**config.mk**
```make
export PLATFORM = sky130hd
export DESIGN_NAME = act_seq_ctrl
export DESIGN_NICKNAME = d
export VERILOG_FILES = /design/src/rtl/act_seq_ctrl.sv
export SDC_FILE = /design/constraint.sdc
export NUM_CORES = 1
export LEC_CHECK = 0
export CORE_MARGIN = 2
export CORE_UTILIZATION = 45
export DETAILED_ROUTE_END_ITERATION = 12
export PLACE_DENSITY = 0.7
export SYNTH_ARGS = -nofsm -noshare
export SYNTH_HDL_FRONTEND = slang
export SYNTH_SLANG_ARGS = --single-unit
export TNS_END_PERCENT = 1
```
**constraint.sdc**
```tcl
create_clock -name clk -period 2.58 [get_ports clk]
set_input_delay 0.516 -clock clk [delete_from_list [all_inputs] [get_ports clk]]
set_output_delay 0.516 -clock clk [all_outputs]
set_load 0.02 [all_outputs]
```
**src/rtl/act_seq_ctrl.sv**
```systemverilog
// rtl/act_seq_ctrl.sv - job sequencer streaming a tensor through a leaky-ReLU lane
// Optional macro ACT_NEG_COUNT_EN adds the neg_count output.
module act_seq_ctrl #(
  parameter int DATA_WIDTH  = 16,
  parameter int ADDR_WIDTH  = 10,
  parameter int ALPHA_SHIFT = 7
) (
  input  logic                  clk,
  input  logic                  rst,
  input  logic                  start,
  input  logic [ADDR_WIDTH-1:0] src_base,
  input  logic [ADDR_WIDTH-1:0] dst_base,
  input  logic [ADDR_WIDTH:0]   len,
  output logic                  busy,
  output logic                  done,
  output logic                  rd_en,
  output logic [ADDR_WIDTH-1:0] rd_addr,
  input  logic [DATA_WIDTH-1:0] rd_data,
  output logic                  wr_en,
  output logic [ADDR_WIDTH-1:0] wr_addr,
  output logic [DATA_WIDTH-1:0] wr_data,
  input  logic                  wr_ready
`ifdef ACT_NEG_COUNT_EN
  ,
  output logic [ADDR_WIDTH:0]   neg_count
`endif
);

  typedef enum logic [1:0] {S_IDLE, S_RUN, S_DRAIN, S_DONE} state_t;

  state_t                r_state, w_next;
  logic [ADDR_WIDTH:0]   r_len, r_rd_cnt, r_wr_cnt;
  logic [ADDR_WIDTH-1:0] r_src_ptr, r_dst_ptr;
  logic                  r_rd_pend;
  logic [DATA_WIDTH-1:0] r_skid0, r_skid1;
  logic [1:0]            r_skid_cnt;
  logic                  r_wr_en;
  logic [ADDR_WIDTH-1:0] r_wr_addr;
  logic [DATA_WIDTH-1:0] r_wr_data;

  logic                         w_start_ok, w_rd_en, w_rd_last, w_wr_last;
  logic                         w_fire, w_out_free, w_load;
  logic [1:0]                   w_occ;
  logic signed [DATA_WIDTH-1:0] w_rd_s, w_neg_shift;
  logic [DATA_WIDTH-1:0]        w_act;

  assign w_occ      = r_skid_cnt + {1'b0, r_rd_pend};
  assign w_fire     = r_wr_en && wr_ready;
  assign w_out_free = !r_wr_en || wr_ready;
  assign w_load     = w_out_free && ((r_skid_cnt != 2'd0) || r_rd_pend);
  assign w_rd_last  = (r_rd_cnt + 1'b1) == r_len;
  assign w_wr_last  = (r_wr_cnt + 1'b1) == r_len;

  // Shift kept in its own signed net so the select below cannot demote it to a logical shift.
  assign w_rd_s      = rd_data;
  assign w_neg_shift = w_rd_s >>> ALPHA_SHIFT;
  assign w_act       = rd_data[DATA_WIDTH-1] ? w_neg_shift : rd_data;

  always_comb begin
    w_next     = r_state;
    w_rd_en    = 1'b0;
    w_start_ok = 1'b0;
    case (r_state)
      S_IDLE: begin
        if (start) begin
          w_start_ok = 1'b1;
          w_next     = (len == '0) ? S_DONE : S_RUN;
        end
      end
      S_RUN: begin
        w_rd_en = (r_rd_cnt != r_len) && (w_occ < 2'd2);
        if (w_rd_en && w_rd_last) w_next = S_DRAIN;
      end
      S_DRAIN: begin
        if (w_fire && w_wr_last) w_next = S_DONE;
      end
      S_DONE:  w_next = S_IDLE;
      default: w_next = S_IDLE;
    endcase
  end

  always_ff @(posedge clk) begin
    if (!rst) begin
      r_state    <= S_IDLE;
      r_len      <= '0;
      r_rd_cnt   <= '0;
      r_wr_cnt   <= '0;
      r_src_ptr  <= '0;
      r_dst_ptr  <= '0;
      r_rd_pend  <= 1'b0;
      r_skid0    <= '0;
      r_skid1    <= '0;
      r_skid_cnt <= 2'd0;
      r_wr_en    <= 1'b0;
      r_wr_addr  <= '0;
      r_wr_data  <= '0;
    end else begin
      r_state   <= w_next;
      r_rd_pend <= w_rd_en;

      if (w_start_ok) begin
        r_len     <= len;
        r_src_ptr <= src_base;
        r_dst_ptr <= dst_base;
        r_rd_cnt  <= '0;
        r_wr_cnt  <= '0;
      end else begin
        if (w_rd_en) begin
          r_src_ptr <= r_src_ptr + 1'b1;
          r_rd_cnt  <= r_rd_cnt + 1'b1;
        end
        if (w_load) r_dst_ptr <= r_dst_ptr + 1'b1;
        if (w_fire) r_wr_cnt <= r_wr_cnt + 1'b1;
      end

      // Oldest skid entry always has priority over the element arriving this cycle.
      if (w_out_free) begin
        r_wr_en <= w_load;
        if (w_load) begin
          r_wr_addr <= r_dst_ptr;
          r_wr_data <= (r_skid_cnt != 2'd0) ? r_skid0 : w_act;
        end
        case (r_skid_cnt)
          2'd1: begin
            if (r_rd_pend) r_skid0 <= w_act;
            else           r_skid_cnt <= 2'd0;
          end
          2'd2: begin
            r_skid0 <= r_skid1;
            if (r_rd_pend) r_skid1 <= w_act;
            else           r_skid_cnt <= 2'd1;
          end
          default: ;
        endcase
      end else if (r_rd_pend) begin
        if (r_skid_cnt == 2'd0) r_skid0 <= w_act;
        else                    r_skid1 <= w_act;
        r_skid_cnt <= r_skid_cnt + 2'd1;
      end
    end
  end

`ifdef ACT_NEG_COUNT_EN
  logic [ADDR_WIDTH:0] r_neg_cnt;

  always_ff @(posedge clk) begin
    if (!rst)                                    r_neg_cnt <= '0;
    else if (w_start_ok)                         r_neg_cnt <= '0;
    else if (r_rd_pend && rd_data[DATA_WIDTH-1]) r_neg_cnt <= r_neg_cnt + 1'b1;
  end

  assign neg_count = r_neg_cnt;
`endif

  assign busy    = (r_state == S_RUN) || (r_state == S_DRAIN);
  assign done    = (r_state == S_DONE);
  assign rd_en   = w_rd_en;
  assign rd_addr = r_src_ptr;
  assign wr_en   = r_wr_en;
  assign wr_addr = r_wr_addr;
  assign wr_data = r_wr_data;

endmodule

```
==> key figures, run 1 <==
Run status
  – Outcome: finished, final reports clean

Yosys
  – Register bit total from synthesis: 117
  – Distinct cells, synth: 56
  – Syn Area/Cell: 8.36 um^2
  – Synth Cell Area: 0.00604 mm^2
  – Yosys warning count: 0
  – Async SR Flop Fraction: 0%
  – Post-synth EDFFs: 0
  – Seq/Total Area, Yosys: 38.8%
  – Syn_nets: 786
  – Synthesized instance count: 723
  – Commonest register cell after synthesis: dfxtp_1

Setup path
  – WP data required: 2.06 ns
  – Critical Setup Path Class: reg2out
  – Worst setup EP type: primary output
  – R2r startpoint: r_wr_cnt[1]
  – Critical path's slowest cell: or4_1
  – CP startpoint: r_rd_cnt[5]
  – Critical path arrival: 1.97 ns
  – Critical path cell sequence: xor2_1 > or4_1 > o311a_1 > buf_2
  – Startpoint type of the worst setup path: flop
  – CP peak stage delay: 0.55 ns
  – Worst Path Max Fanout: 3

GRT
  – GR Util All Layers: 21.2%
  – Gr ovfl total: 0
  – Vias in the first global route: 5097
  – Initial antenna violation count: 0
  – Global-route wire length before repair: 24.5 mm
  – Largest net degree at the start of global routing: 98

Clocking
  – Clk slew on worst S/H paths: 0.05 ns
  – Clock sink count: 117
  – Number of buffers created by CTS: 17
  – TritonCTS clock tree: built
  – Worst-Skew Late Latency: 0.41 ns
  – Root Driver: clkbuf_16
  – Depth of the CTS H-tree: 4
  – Max clock buf depth: 2
  – CTS Hold Bufs: 0

Die
  – Core box area: 0.0132 mm^2
  – I/O Pins: 91
  – Die area: 0.0144 mm^2
  – Die Width: 120 um
  – Starting density of the core: 45.8%
  – Row cnt: 42
  – Die H: 120 um

Route
  – Routed WL: 14.9 mm
  – Violation count after the first detailed-route iteration: 403
  – Drt wl/cell: 15.0 um
  – DR vias/cell: 5.37
  – DR vias: 5352
  – Final ANT Viol Nets: 0
  – First-pass DRT Iterations: 7
  – # DRC: 0

Run
  – Max Cap Viol: 0

STA
  – Hold slack: 0.459 ns
  – Setup Viol. Count Final: 0
  – RSZ-0062 raised after global routing: false
  – Final period util: 96.4%
  – Clock skew: 0.00846 ns
  – Tmin final: 2.49 ns
  – Relative max-transition margin: 54.0%
  – Total Neg Setup Slack: 0 ns
  – Maximum clock frequency: 402 MHz
  – Slew at the pin with the worst max-slew slack: 0.690 ns
  – Final hold vios: 0
  – Slew Limit Fails: 0

Layout
  – Fill cell count: 1188
  – P&R area growth vs syn: 28.8%
  – Diode count: 0
  – Final net count: 873
  – Final Cell Area: 0.00778 mm^2
  – Layout cells sized above 1: 8.41%

Pwr
  – Max VDD drop: 515 uV
  – Power Density: 891 mW/mm^2
  – Leakage power: 3.22 nW

Worst hold path
  – Worst hold path class: reg2reg
  – Hold path start: wr_data[1]

Place
  – GP Congestion: 0.902
  – Dpl hpwl: 10.3 mm
  – IO Port Bufs: 90
  – Placed instance area: 0.00721 mm^2
-- stage by stage --
step | worst slack, ns | total power [mW] | utilization, % | std cells
finish | 0.0938 | 6.94 | 59.0 | 996
CTS | 0.0752 | 6.99 | 59.0 | 996
global placement | 0.0899 | 4.61 | 54.6 | 967
detailed placement | 0.0842 | 4.65 | 54.6 | 967
floorplan | 0.301 | 3.78 | - | 723
global route | 0.0118 | 7.32 | 59.0 | 996
-- cell usage after synthesis, types with 2 or more instances --
library cell    n  share of area [%]
a21boi_0       36                4.5
inv_1          13               0.81
and3_1          5               0.52
dfxtp_1       117                 39
buf_4           3               0.37
buf_1           2               0.12
and2_1          6               0.62
xor2_1         38                5.5
and4_1          2               0.29
nand2_1       133                8.3
a21oi_1        26                2.2
or4_1           3               0.37
buf_6           3               0.56
or3_1           6               0.62
o221ai_1        2               0.29
o21ai_1         2               0.17
nor3_1          7               0.58
o31ai_1         4               0.50
nor2_1         53                3.3
nand3_1        19                1.6
a31oi_1         3               0.31
ha_1           12                2.5
o21ai_0        15                1.2
xnor2_1        25                3.6
mux2i_1        17                2.8
o31a_1          3               0.43
nand4_1        13                1.3
nor4_1          8               0.83
a211oi_1       16                2.0
nor2b_1        19                2.0
clkbuf_1       41                2.5
nand2b_1        4               0.41
o211ai_1       15                1.9
o211a_1        30                5.0
-- routing by layer --
layer  GRT usage, %  share of wire (%)  vias up
met5              0                  0        -
met4           7.94                2.3        0
met3           5.80                4.0       32
met2           34.4                 49      128
met1           27.0                 45     2502
li1               -                  -     2690
-- power by group --
part	switching, mW	internal [mW]	total, mW
clock network	0.808	1.52	2.33
registers	0.251	2.10	2.35
logic	1.26	0.996	2.26
total	2.32	4.61	6.94
-- cell families after synthesis --
kind of cell | count (synthesis) | share of synthesized area [%]
xor+xnor | 63 | 9.13
flops | 117 | 38.8
buf+inv | 64 | 4.83
compound gates | 164 | 20.1
fa+ha+maj | 12 | 2.48
mux | 17 | 2.82
simple gates | 286 | 21.8
-- worst max-delay path: cells and delay by family, from the launching register on --
kind	cells	cell delay, ns
AO/OA/AOI/OAI	1	0.35
buffers and inverters	1	0.17
XOR/XNOR	1	0.18
AND/OR/NAND/NOR	1	0.55
flip-flops	1	0.31
-- flip-flops by register name, indices dropped and copies added, names as in the netlist, 11 cells and up --
name and flops:
r_skid0 16, wr_data 16, r_len 11, r_skid1 16, r_rd_cnt 11, r_wr_cnt 11
-- placed cells by master (no fill, tap or decap), types with 16 or more instances in the layout --
cell and n:
a211oi_1 16, a21boi_0 36, a21oi_1 25, buf_4 24, clkbuf_16 17, clkdlybuf4s50_1 88
dfxtp_1 117, mux2i_1 17, nand2_1 133, nand3_1 18, nor2_1 53, nor2b_1 19
o211a_1 30, xnor2_1 25, xor2_1 38
-- final cells by class --
type,instances,area (um^2),area share [%]
Multi-Input combinational cell,542,3420,44.0
Sequential cell,117,2340,30.1
Timing Repair Buffer,119,1170,15.0
Clock buffer,20,447,5.74
Tap cell,176,220,2.83
Clock inverter,9,131,1.69
Inverter,13,48.8,0.627
-- final timing paths --
check / endpoint / slack (ns) / depth (start not counted)
max: rd_en / 0.09 / 4
min: wr_data[1] / 0.46 / 2
min reg2reg: wr_data[1] / 0.46 / 2
max reg2reg: r_state[1] / 0.25 / 8
-- what timing repair did --
item                                    CTS  global route
gates resized for setup                   4             1
endpoints found under the setup margin    1             1
setup buffers                             0             0
pin swaps                                 1             0
(Power assumes the default switching activity.)
==> run 2, diff against run 1 <==
--- a/config.mk
+++ b/config.mk
@@ -7,6 +7,7 @@
 export LEC_CHECK = 0
 export CORE_MARGIN = 2
 export CORE_UTILIZATION = 45
+export CTS_CLUSTER_DIAMETER = 80
 export DETAILED_ROUTE_END_ITERATION = 12
 export PLACE_DENSITY = 0.7
 export SYNTH_ARGS = -nofsm -noshare
==> constraint.sdc (replaced) <==
create_clock -name clk -period 2.8 [get_ports clk]
set_input_delay 0.56 -clock clk [delete_from_list [all_inputs] [get_ports clk]]
set_output_delay 0.56 -clock clk [all_outputs]
set_load 0.02 [all_outputs]
==> run 2 against run 1 <==
Against the previous run: clock power shrank 7%; power shrank 8.4%; sequential share of layout area grew 0.45 points; worst hold slack gained 0.0016 ns; global-route usage grew 0.34 points; combinational power shrank 12%; utilization shrank 0.81 points; worst setup slack gained 0.010 ns; final area shrank 1.4%; sequential power shrank 7%; via count shrank 0.17%; clock skew shrank 0.00086 ns; critical endpoint unchanged.
==> key figures, run 2 (synthesized netlist as in run 1, its figures left out) <==
Run status
  – Outcome: finished, final reports clean

Route
  – Violation count after the first detailed-route iteration: 261 (-35%)
  – Routed WL: 15.1 mm (+0.72%)
  – First-pass DRT Iterations: 5 (-2)
  – # DRC: 0 (unchanged)
  – Final ANT Viol Nets: 0 (unchanged)
  – DR vias/cell: 5.42 (+0.84%)
  – Drt wl/cell: 15.3 um (+1.7%)
  – DR vias: 5343 (-0.17%)

Worst hold path
  – Worst hold path class: reg2reg
  – Hold path endpoint: wr_data[8]
  – Hold depth: 2 (unchanged)
  – Hold path start: wr_data[8]

STA
  – Hold slack: 0.460 ns (+0.00160 ns)
  – Maximum clock frequency: 371 MHz
  – Tmin final: 2.70 ns
  – Slew at the pin with the worst max-slew slack: 0.968 ns (+0.278 ns)
  – Final period util: 96.3%
  – Clock skew: 0.00760 ns (-0.000857 ns)
  – RSZ-0062 raised after global routing: false
  – Slew Limit Fails: 0 (unchanged)
  – Final hold vios: 0 (unchanged)
  – Total Neg Setup Slack: 0 ns (unchanged)
  – Relative max-transition margin: 35.4% (-19 points)
  – Setup Viol. Count Final: 0 (unchanged)

Setup path
  – R2r startpoint: r_wr_cnt[0]
  – Worst r2r dst: r_state[1]
  – WP data required: 2.24 ns (+0.18 ns)
  – R2r worst-path depth: 8 (unchanged)
  – R2r setup slk: 0.37 ns (+0.12 ns)
  – Startpoint type of the worst setup path: flop
  – Critical path arrival: 2.14 ns (+0.17 ns)
  – Worst setup EP type: primary output
  – Critical Setup Path Class: reg2out
  – Worst Path Max Fanout: 5 (+2)

Layout
  – Fill cell count: 1163 (-2.1%)
  – Final net count: 860 (-1.5%)
  – Layout cells sized above 1: 7.78% (-0.64 points)
  – P&R area growth vs syn: 27.1%
  – Diode count: 0 (unchanged)
  – Most common cell after layout, fill and taps aside: nand2_1
  – Final std cells w/o fill: 986 (-1.0%)
  – Highest-count cells in the layout ignoring fill and taps: nand2_1, dfxtp_1, clkdlybuf4s50_1, nor2_1, xor2_1

Place
  – Placed insts: 954 (-1.3%)
  – Dpl hpwl: 10.5 mm (+2.0%)
  – IO Port Bufs: 90 (unchanged)
  – GP Congestion: 0.909 (+0.81%)

Die
  – Die area: 0.0144 mm^2 (unchanged)
  – Die Width: 120 um (unchanged)
  – I/O Pins: 91 (unchanged)
  – Row cnt: 42 (unchanged)
  – Die H: 120 um (unchanged)
  – Core box area: 0.0132 mm^2 (unchanged)
  – Starting density of the core: 45.8% (unchanged)

GRT
  – Global-route wire length before repair: 24.9 mm (+1.6%)
  – Gr ovfl total: 0 (unchanged)
  – GR Util All Layers: 21.5% (+0.34 points)
  – Vias in the first global route: 5161 (+1.3%)
  – Initial antenna violation count: 0 (unchanged)
  – Largest net degree at the start of global routing: 45 (-54%)

Clocking
  – TritonCTS clock tree: built
  – Clk slew on worst S/H paths: 0.05 ns (about the same)
  – Depth of the CTS H-tree: 4 (unchanged)
  – Clock sink count: 117 (unchanged)
  – Post-CTS setup buffers: 0 (unchanged)
  – Max clock buf depth: 2 (unchanged)
  – Number of buffers created by CTS: 17 (unchanged)
  – Root Driver: clkbuf_16
  – Worst-Skew Late Latency: 0.42 ns (about the same)

Run
  – Max Cap Viol: 0 (unchanged)

Pwr
  – Power Density: 828 mW/mm^2 (-7.1%)
  – Leakage power: 3.16 nW (-2.1%)
  – Max VDD drop: 478 uV (-7.3%)
## run 2: cell types whose count changed in the layout (fill, tap and decap cells not counted), sizes merged
cell,previous run,this run
buf,31,17
inv,13,19
bufinv,3,2
clkbuf,20,19
clkdlybuf4s15,0,1
clkinvlp,3,2
## run 2: metrics by stage
stage | power, mW | setup slack (ns) | area, um^2 | utilization [%]
global route | 6.70 | 0.0351 | 7680 | 58.2
floorplan | 3.48 | 0.477 | 6040 | -
CTS | 6.41 | 0.0248 | 7670 | 58.1
finish | 6.36 | 0.104 | 7680 | 58.2
detailed placement | 4.22 | 0.177 | 7070 | 53.6
global placement | 4.17 | 0.197 | 7070 | 53.6
## run 2: power by group
group | leakage, nW | switching [mW] | internal [mW]
Clock | 0.291 | 0.803 | 1.37
Sequential | 0.953 | 0.253 | 1.93
Combinational | 1.91 | 1.13 | 0.870
## run 2: worst max-delay path, cell delays in order, from the launching register on
cell and delay (ns):
dfxtp_1 0.37, xor2_2 0.23, or4_1 0.51, o311a_1 0.35, clkdlybuf4s15_2 0.28
## run 2: metal layers
layer / GRT usage (%) / routed length, um / share of wire, %
met5: 0 / 0 / 0
met4: 9.19 / 359 / 2.4
met3: 5.28 / 631 / 4.2
met2: 36.0 / 7410 / 49
met1: 26.4 / 6650 / 44
## run 2: how the worst max path moves through the flow
stage	startpoint	endpoint	slack, ns	depth (start not counted)
4_1_cts	r_rd_cnt[8]	rd_en	0.02	4
3_3_place_gp	r_rd_cnt[9]	rd_en	0.20	4
2_1_floorplan	r_rd_cnt[5]	rd_en	0.48	6
3_5_place_dp	r_len[9]	rd_en	0.18	4
6_report	r_rd_cnt[8]	rd_en	0.10	4
5_1_grt	r_rd_cnt[8]	rd_en	0.04	4
## run 2: cell type report
class	instances	area [um^2]	area share [%]
tap	176	220	2.87
timing repair buffer	106	1040	13.6
clock buffer	19	453	5.90
sequential	117	2340	30.5
clock inverter	13	143	1.86
multi-input combinational	542	3430	44.6
inverter	13	48.8	0.635
## run 2: what timing repair did
| action | 4_1_cts | 5_1_grt |
|---|---|---|
| hold buffers | 0 | 0 |
| pin swaps | 0 | 1 |
| setup endpoints to repair | 1 | 1 |
| resized for setup | 4 | 2 |
==> run 3, diff against run 2 <==
--- a/config.mk
+++ b/config.mk
@@ -5,11 +5,12 @@
 export SDC_FILE = /design/constraint.sdc
 export NUM_CORES = 1
 export LEC_CHECK = 0
+export CORE_ASPECT_RATIO = 0.75
 export CORE_MARGIN = 2
 export CORE_UTILIZATION = 45
 export CTS_CLUSTER_DIAMETER = 80
 export DETAILED_ROUTE_END_ITERATION = 12
-export PLACE_DENSITY = 0.7
+export PLACE_DENSITY = 0.73
 export SYNTH_ARGS = -nofsm -noshare
 export SYNTH_HDL_FRONTEND = slang
 export SYNTH_SLANG_ARGS = --single-unit
==> constraint.sdc (replaced) <==
create_clock -name clk -period 2.4 [get_ports clk]
set_input_delay 0.48 -clock clk [delete_from_list [all_inputs] [get_ports clk]]
set_output_delay 0.48 -clock clk [all_outputs]
set_load 0.02 [all_outputs]
==> run 3 against run 2 <==
Against the previous run: critical path depth did not move; largest cell class unchanged; die area barely moved; first-iteration DRC count rose by 56%; the run now ends with setup timing left; utilization rose by 1.5 points; clock skew rose by 0.00053 ns; sequential cell count did not move; final cell count rose by 1.0%.
==> key figures, run 3 (synthesized netlist as in run 1, its figures left out) <==
Run status
  – Outcome: finished with violations
  – Failing checks: setup timing

Place
  – Placed instance area: 0.00722 mm^2 (+2.1%)
  – Pre-CTS setup slack: -0.0642 ns (-0.242 ns)
  – IO Port Bufs: 90 (unchanged)
  – GP Congestion: 0.958 (+5.4%)
  – Dpl hpwl: 10.8 mm (+3.5%)

STA
  – Clock skew: 0.00814 ns (+0.000534 ns)
  – Setup ws final: -0.0594 ns (-0.163 ns)
  – Setup Viol. Count Final: 1 (+1)
  – Slew Limit Fails: 0 (unchanged)
  – RSZ-0062 raised after global routing: true
  – Tmin final: 2.46 ns
  – Maximum clock frequency: 407 MHz
  – Slew at the pin with the worst max-slew slack: 0.409 ns (-0.559 ns)
  – Relative max-transition margin: 72.0% (+37 points)
  – Final hold vios: 0 (unchanged)
  – Final period util: 102%

Clocking
  – Root Driver: clkbuf_16
  – Max clock buf depth: 2 (unchanged)
  – Clock sink count: 117 (unchanged)
  – Clk slew on worst S/H paths: 0.05 ns (about the same)
  – Number of buffers created by CTS: 17 (unchanged)
  – TritonCTS clock tree: built
  – Post-CTS setup buffers: 0 (unchanged)
  – Worst-Skew Late Latency: 0.41 ns (about the same)
  – CTS Hold Bufs: 0 (unchanged)
  – Depth of the CTS H-tree: 4 (unchanged)

Layout
  – Highest-count cells in the layout ignoring fill and taps: nand2_1, dfxtp_1, clkdlybuf4s50_1, nor2_1, xor2_1
  – Area of the multi-input gates: 0.00345 mm^2 (+0.66%)
  – Fill cell count: 1112 (-4.4%)
  – Final net count: 876 (+1.9%)
  – FF/Latch Area: 0.00234 mm^2 (unchanged)
  – Final Cell Area: 0.00780 mm^2 (+1.6%)
  – Final core occ: 59.8% (+1.5 points)
  – Diode count: 0 (unchanged)
  – Layout cells sized above 1: 9.21% (+1.4 points)
  – Most common cell after layout, fill and taps aside: nand2_1
  – P&R area growth vs syn: 29.2%

Route
  – Routed WL: 15.8 mm (+5.1%)
  – Drt wl/cell: 15.9 um (+4.1%)
  – First-pass DRT Iterations: 5 (unchanged)
  – # DRC: 0 (unchanged)
  – Violation count after the first detailed-route iteration: 408 (+56%)
  – DR vias: 5493 (+2.8%)
  – DR vias/cell: 5.52 (+1.8%)
  – Final ANT Viol Nets: 0 (unchanged)

GRT
  – GR peak layer: met2
  – Met2 usage: 34.3% (-1.7 points)
  – Gr ovfl total: 0 (unchanged)
  – Global-route wire length before repair: 25.5 mm (+2.4%)
  – Initial antenna violation count: 0 (unchanged)
  – Vias in the first global route: 5249 (+1.7%)
  – Met3 Resource Use GR: 5.51% (+0.23 points)
  – GR Util All Layers: 22.2% (+0.67 points)
  – Met1 usage: 30.8% (+4.4 points)
  – Largest net degree at the start of global routing: 96 (+110%)

Setup path
  – Critical path arrival: 1.98 ns (-0.16 ns)
  – Worst Path Max Fanout: 3 (-2)
  – Worst setup EP type: primary output
  – Critical path's slowest cell: or4_4
  – Critical path cell sequence: xor2_2 > or4_4 > o311a_4 > buf_6
  – Critical Setup Path Class: reg2out
  – WP data required: 1.92 ns (-0.32 ns)
  – CP peak stage delay: 0.53 ns (+0.02 ns)
  – Buf/Inv on CP: 1 (unchanged)
  – Delay-heaviest family, CP: simple AND/OR/NAND/NOR gates
  – Startpoint type of the worst setup path: flop

Die
  – I/O Pins: 91 (unchanged)
  – Row cnt: 36 (-14%)
  – Die area: 0.0144 mm^2 (about the same)
  – Die Width: 138 um (+15%)
  – Starting density of the core: 46.3% (+0.45 points)
  – Core box area: 0.0131 mm^2 (-0.97%)
  – Die H: 104 um (-13%)

Pwr
  – Max VDD drop: 651 uV (+36%)
  – Power Density: 947 mW/mm^2 (+14%)
  – Leakage power: 3.23 nW (+2.4%)

Worst hold path
  – Worst hold path class: in2reg

Run
  – Max Cap Viol: 0 (unchanged)
==> run 3: worst reg2reg max path: cells and delay by family, from the launching register on <==
| family | cells | cell delay [ns] |
|---|---|---|
| xor gates and xnor gates | 2 | 0.35 |
| AOI/OAI and AO/OA | 2 | 0.47 |
| and+or+nand+nor | 3 | 0.85 |
| DFF | 1 | 0.33 |
| buffers and inverters | 1 | 0.22 |
==> run 3: stage by stage <==
stage                     TNS [ns]  power, mW  std cells  hold WS, ns
after floorplan                  0       4.07        723        0.446
after global placement     -0.0570       4.94        965        0.451
after detailed placement   -0.0642       5.02        965        0.455
after CTS                  -0.0512       7.38        996        0.366
after global routing        -0.185       7.77        996        0.370
final                      -0.0594       7.39        996        0.366
==> run 3: layout make-up <==
class | count | share of cell area, %
Tap cell | 171 | 2.74
Timing Repair Buffer | 122 | 15.4
Sequential cell | 117 | 30.0
Clock buffer | 27 | 6.44
Clock inverter | 4 | 0.577
Inverter | 13 | 0.625
Multi-Input combinational cell | 542 | 44.2
==> run 3: timing repair <==
action,4_1_cts,5_1_grt
hold endpoints to repair,0,0
setup endpoints to repair,1,5
gates resized for setup,7,6
pin swaps,2,3
==> run 3: routing by layer <==
metal	up-vias	routed length [um]	part of all wire (%)
met4	0	167	1.1
met5	-	0	0
met1	2609	7520	48
li1	2709	-	-
met2	158	7130	45
met3	17	1010	6.4
==> run 3: worst paths after layout <==
| check | from | to | slack (ns) | cells past startpoint |
|---|---|---|---|---|
| setup reg to reg | r_len[5] | rd_addr[5] | 0.05 | 8 |
| setup / recovery | r_len[5] | rd_en | -0.06 | 4 |
| hold reg to reg | wr_addr[4] | wr_addr[4] | 0.46 | 2 |
| hold / removal | rst | r_len[5] | 0.37 | 2 |
==> run 3: where the power goes <==
group,internal [mW],switching (mW)
Sequential,2.25,0.282
Clock,1.52,0.826
Combinational,1.11,1.39
Total,4.89,2.50
==> patch: new RTL, config.mk and constraints of run 3 <==
The option `ACT_NEG_COUNT_EN` is turned on by a define.
--- a/src/rtl/act_seq_ctrl.sv
+++ b/src/rtl/act_seq_ctrl.sv
@@ -2,2 +2,4 @@
 // Optional macro ACT_NEG_COUNT_EN adds the neg_count output.
+`define ACT_NEG_COUNT_EN
+
 module act_seq_ctrl #(
Check against the original RTL (old outputs only; new: neg_count): equivalent (equiv_simple and equiv_induct, registers matched by name and starting in step).
==> patch against run 3 <==
  * The run now ends clean
  * Synthesized area increased by 3.8%
  * Sequential cell count increased by 11
  * Power increased by 6.4%
  * Via count increased by 6.9%
  * Routed wire length increased by 3.3%
  * Final area increased by 6.6%
  * Cell count increased by 8.5%
  * Die area increased by 3.7%
  * Setup slack improved by 0.12 ns
  * Critical endpoint unchanged
==> patch: results (changes against run 3) <==
* First-pass GRT wire length at 26.5 mm (was 25.5 mm)
* Initial DRC Count at 468 (was 408)
* Critical path endpoint category: output pin (unchanged)
* Vias in the first global route at 5,286 (was 5,249)
* Max IR drop VDD at 0.000545 V (was 0.000651 V)
* FF-to-FF End: r_state[1]$_SDFFE_PN0P_ (was rd_addr[5]$_SDFFE_PN0P_)
* Largest net degree at the start of global routing at 75 (was 96)
* Buffers on Ports at 101 (was 90)
* CP max FO at 5 (was 3)
* LEAKAGE at 0.00308 uW (was 0.00323 uW)
* Clock slew at reported path FFs at 0.06 ns
* Sequential share of the synthesized area at 0.409 (was 0.388)
* Global Route Usage Sum at 0.219 (was 0.222)
* Crit path DAT at 1.86 ns (was 1.98 ns)
* Post-Route WL at 16.4 mm (was 15.8 mm)
* Routability cong. at 0.905 (was 0.958)
* Unique masters post-synth at 55 (was 56)
* CTS max path bufs at 2 (unchanged)
* Worst Setup SP: r_rd_cnt[1]$_SDFFE_PP0P_ (was r_len[5]$_SDFFE_PN0P_)
* Hold Crit Class: reg -> reg (was in -> reg)
* Most used DFF post-synth: dfxtp_1 (unchanged)
* DP HPWL at 11.2 mm (was 10.8 mm)
* Post-Place Cell Area at 0.00763 mm2 (was 0.00722 mm2)
* Post-synth net total at 852 (was 786)
* Status: complete, no violations (was complete, but fails checks)
* Non-Filler Instances at 1,081 (was 996)
* Final Skew at 0.00665 ns (was 0.00814 ns)
* Worst r2r src: r_rd_cnt[1]$_SDFFE_PP0P_ (was r_len[5]$_SDFFE_PN0P_)
* Post-synth ARST share at 0 (unchanged)
* Worst slew pin tran at 0.499 ns (was 0.409 ns)
* Synthesized instance count at 788 (was 723)
* Worst Setup EP: rd_en (unchanged)
* Fraction of layout cells with a size suffix above 1 at 0.104 (was 0.0921)
* Synth area leaders: dfxtp_1, nand2_1, nor2_1 (was dfxtp_1, nand2_1, xor2_1)
* Via count at 5,873 (was 5,493)
* Synth top cells by count: dfxtp_1, nand2_1, nor2_1, a21oi_1, xor2_1 (was nand2_1, dfxtp_1, nor2_1, clkbuf_1, xor2_1)
* Final net count at 957 (was 876)
* Worst R2R Setup Slack at 0.16 ns (was 0.05 ns)
* Fin Hold WS at 0.453 ns (was 0.366 ns)
* First-pass iteration count of the detailed router at 5 (unchanged)
* Inst Count DP at 1,049 (was 965)
==> patch: cell count changes in the layout (fill, tap and decap cells not counted), moves of 7 or more <==
cell	change
nor2_1	+58
a21oi_1	+45
a21boi_0	-35
o211a_1	-30
a211oi_1	+28
nand2_1	-20
nor2b_1	-17
clkdlybuf4s50_1	+12
buf_4	+10
o21ai_0	+9
nand3_1	+8
dfxtp_1	+7
==> patch: worst min path at each step <==
stage                              start                        to  depth (start not counted)
3_3_place_gp     wr_data[1]$_SDFFE_PN0P_   wr_data[1]$_SDFFE_PN0P_                          2
6_report         wr_data[6]$_SDFFE_PN0P_   wr_data[6]$_SDFFE_PN0P_                          2
3_5_place_dp     wr_data[6]$_SDFFE_PN0P_   wr_data[6]$_SDFFE_PN0P_                          2
5_1_grt         wr_data[10]$_SDFFE_PN0P_  wr_data[10]$_SDFFE_PN0P_                          2
2_1_floorplan  r_dst_ptr[9]$_SDFFE_PN0P_   wr_addr[9]$_SDFFE_PN0P_                          2
4_1_cts          wr_data[6]$_SDFFE_PN0P_   wr_data[6]$_SDFFE_PN0P_                          2
==> patch: critical path: stages (launching register included) <==
cell and delay [ns]:
dfxtp_1 0.32, buf_4 0.16, xor2_1 0.16, nor4_1 0.26, a41o_1 0.25, nor2_2 0.06
clkdlybuf4s15_2 0.25
==> patch: power breakdown <==
| part | internal [uW] | switching, uW |
|---|---|---|
| Combinational | 1040 | 1380 |
| Sequential | 2420 | 263 |
| Clock | 1760 | 1010 |
| Total | 5210 | 2650 |
==> patch: cell type report <==
cell class              instances  area [um2]
inverters                      13        48.8
clock inverters                14         206
well taps                     175         219
repair buffers                142        1370
multi-input cells             591        3480
fillers                      1164        5340
clock buffers                  18         429
flip-flops and latches        128        2570
==> patch: timing repair <==
item	4_1_cts	5_1_grt
setup endpoints to repair	1	3
gates resized for setup	5	12
pin swaps	0	2
==> patch: cells by family after synthesis <==
group / after synthesis / synth area share
xor gates and xnor gates: 69 / 0.0964
DFF: 128 / 0.409
and+or+nand+nor: 318 / 0.223
muxes: 12 / 0.0194
AOI/OAI and AO/OA: 179 / 0.181
adders and majority gates: 13 / 0.0259
buffers and inverters: 69 / 0.0457
==> patch: metal layers <==
layer	vias to the layer above	GRT usage	routed length [um]
met5	-	0	0
met2	183	0.319	6950
met3	17	0.0392	951
met1	2731	0.327	8240
li1	2942	-	-
met4	0	0.0678	214
==> patch: per-stage QoR <==
step	total power [uW]	TNS (ns)	utilization	setup slack [ns]
floorplan	4120	0	-	0.201
global placement	5080	-0.0547	0.559	-0.0547
detailed placement	5090	-0.0911	0.559	-0.0729
CTS	7870	0	0.606	0.00805
global route	8240	0	0.609	0.00332
finish	7860	0	0.609	0.0608
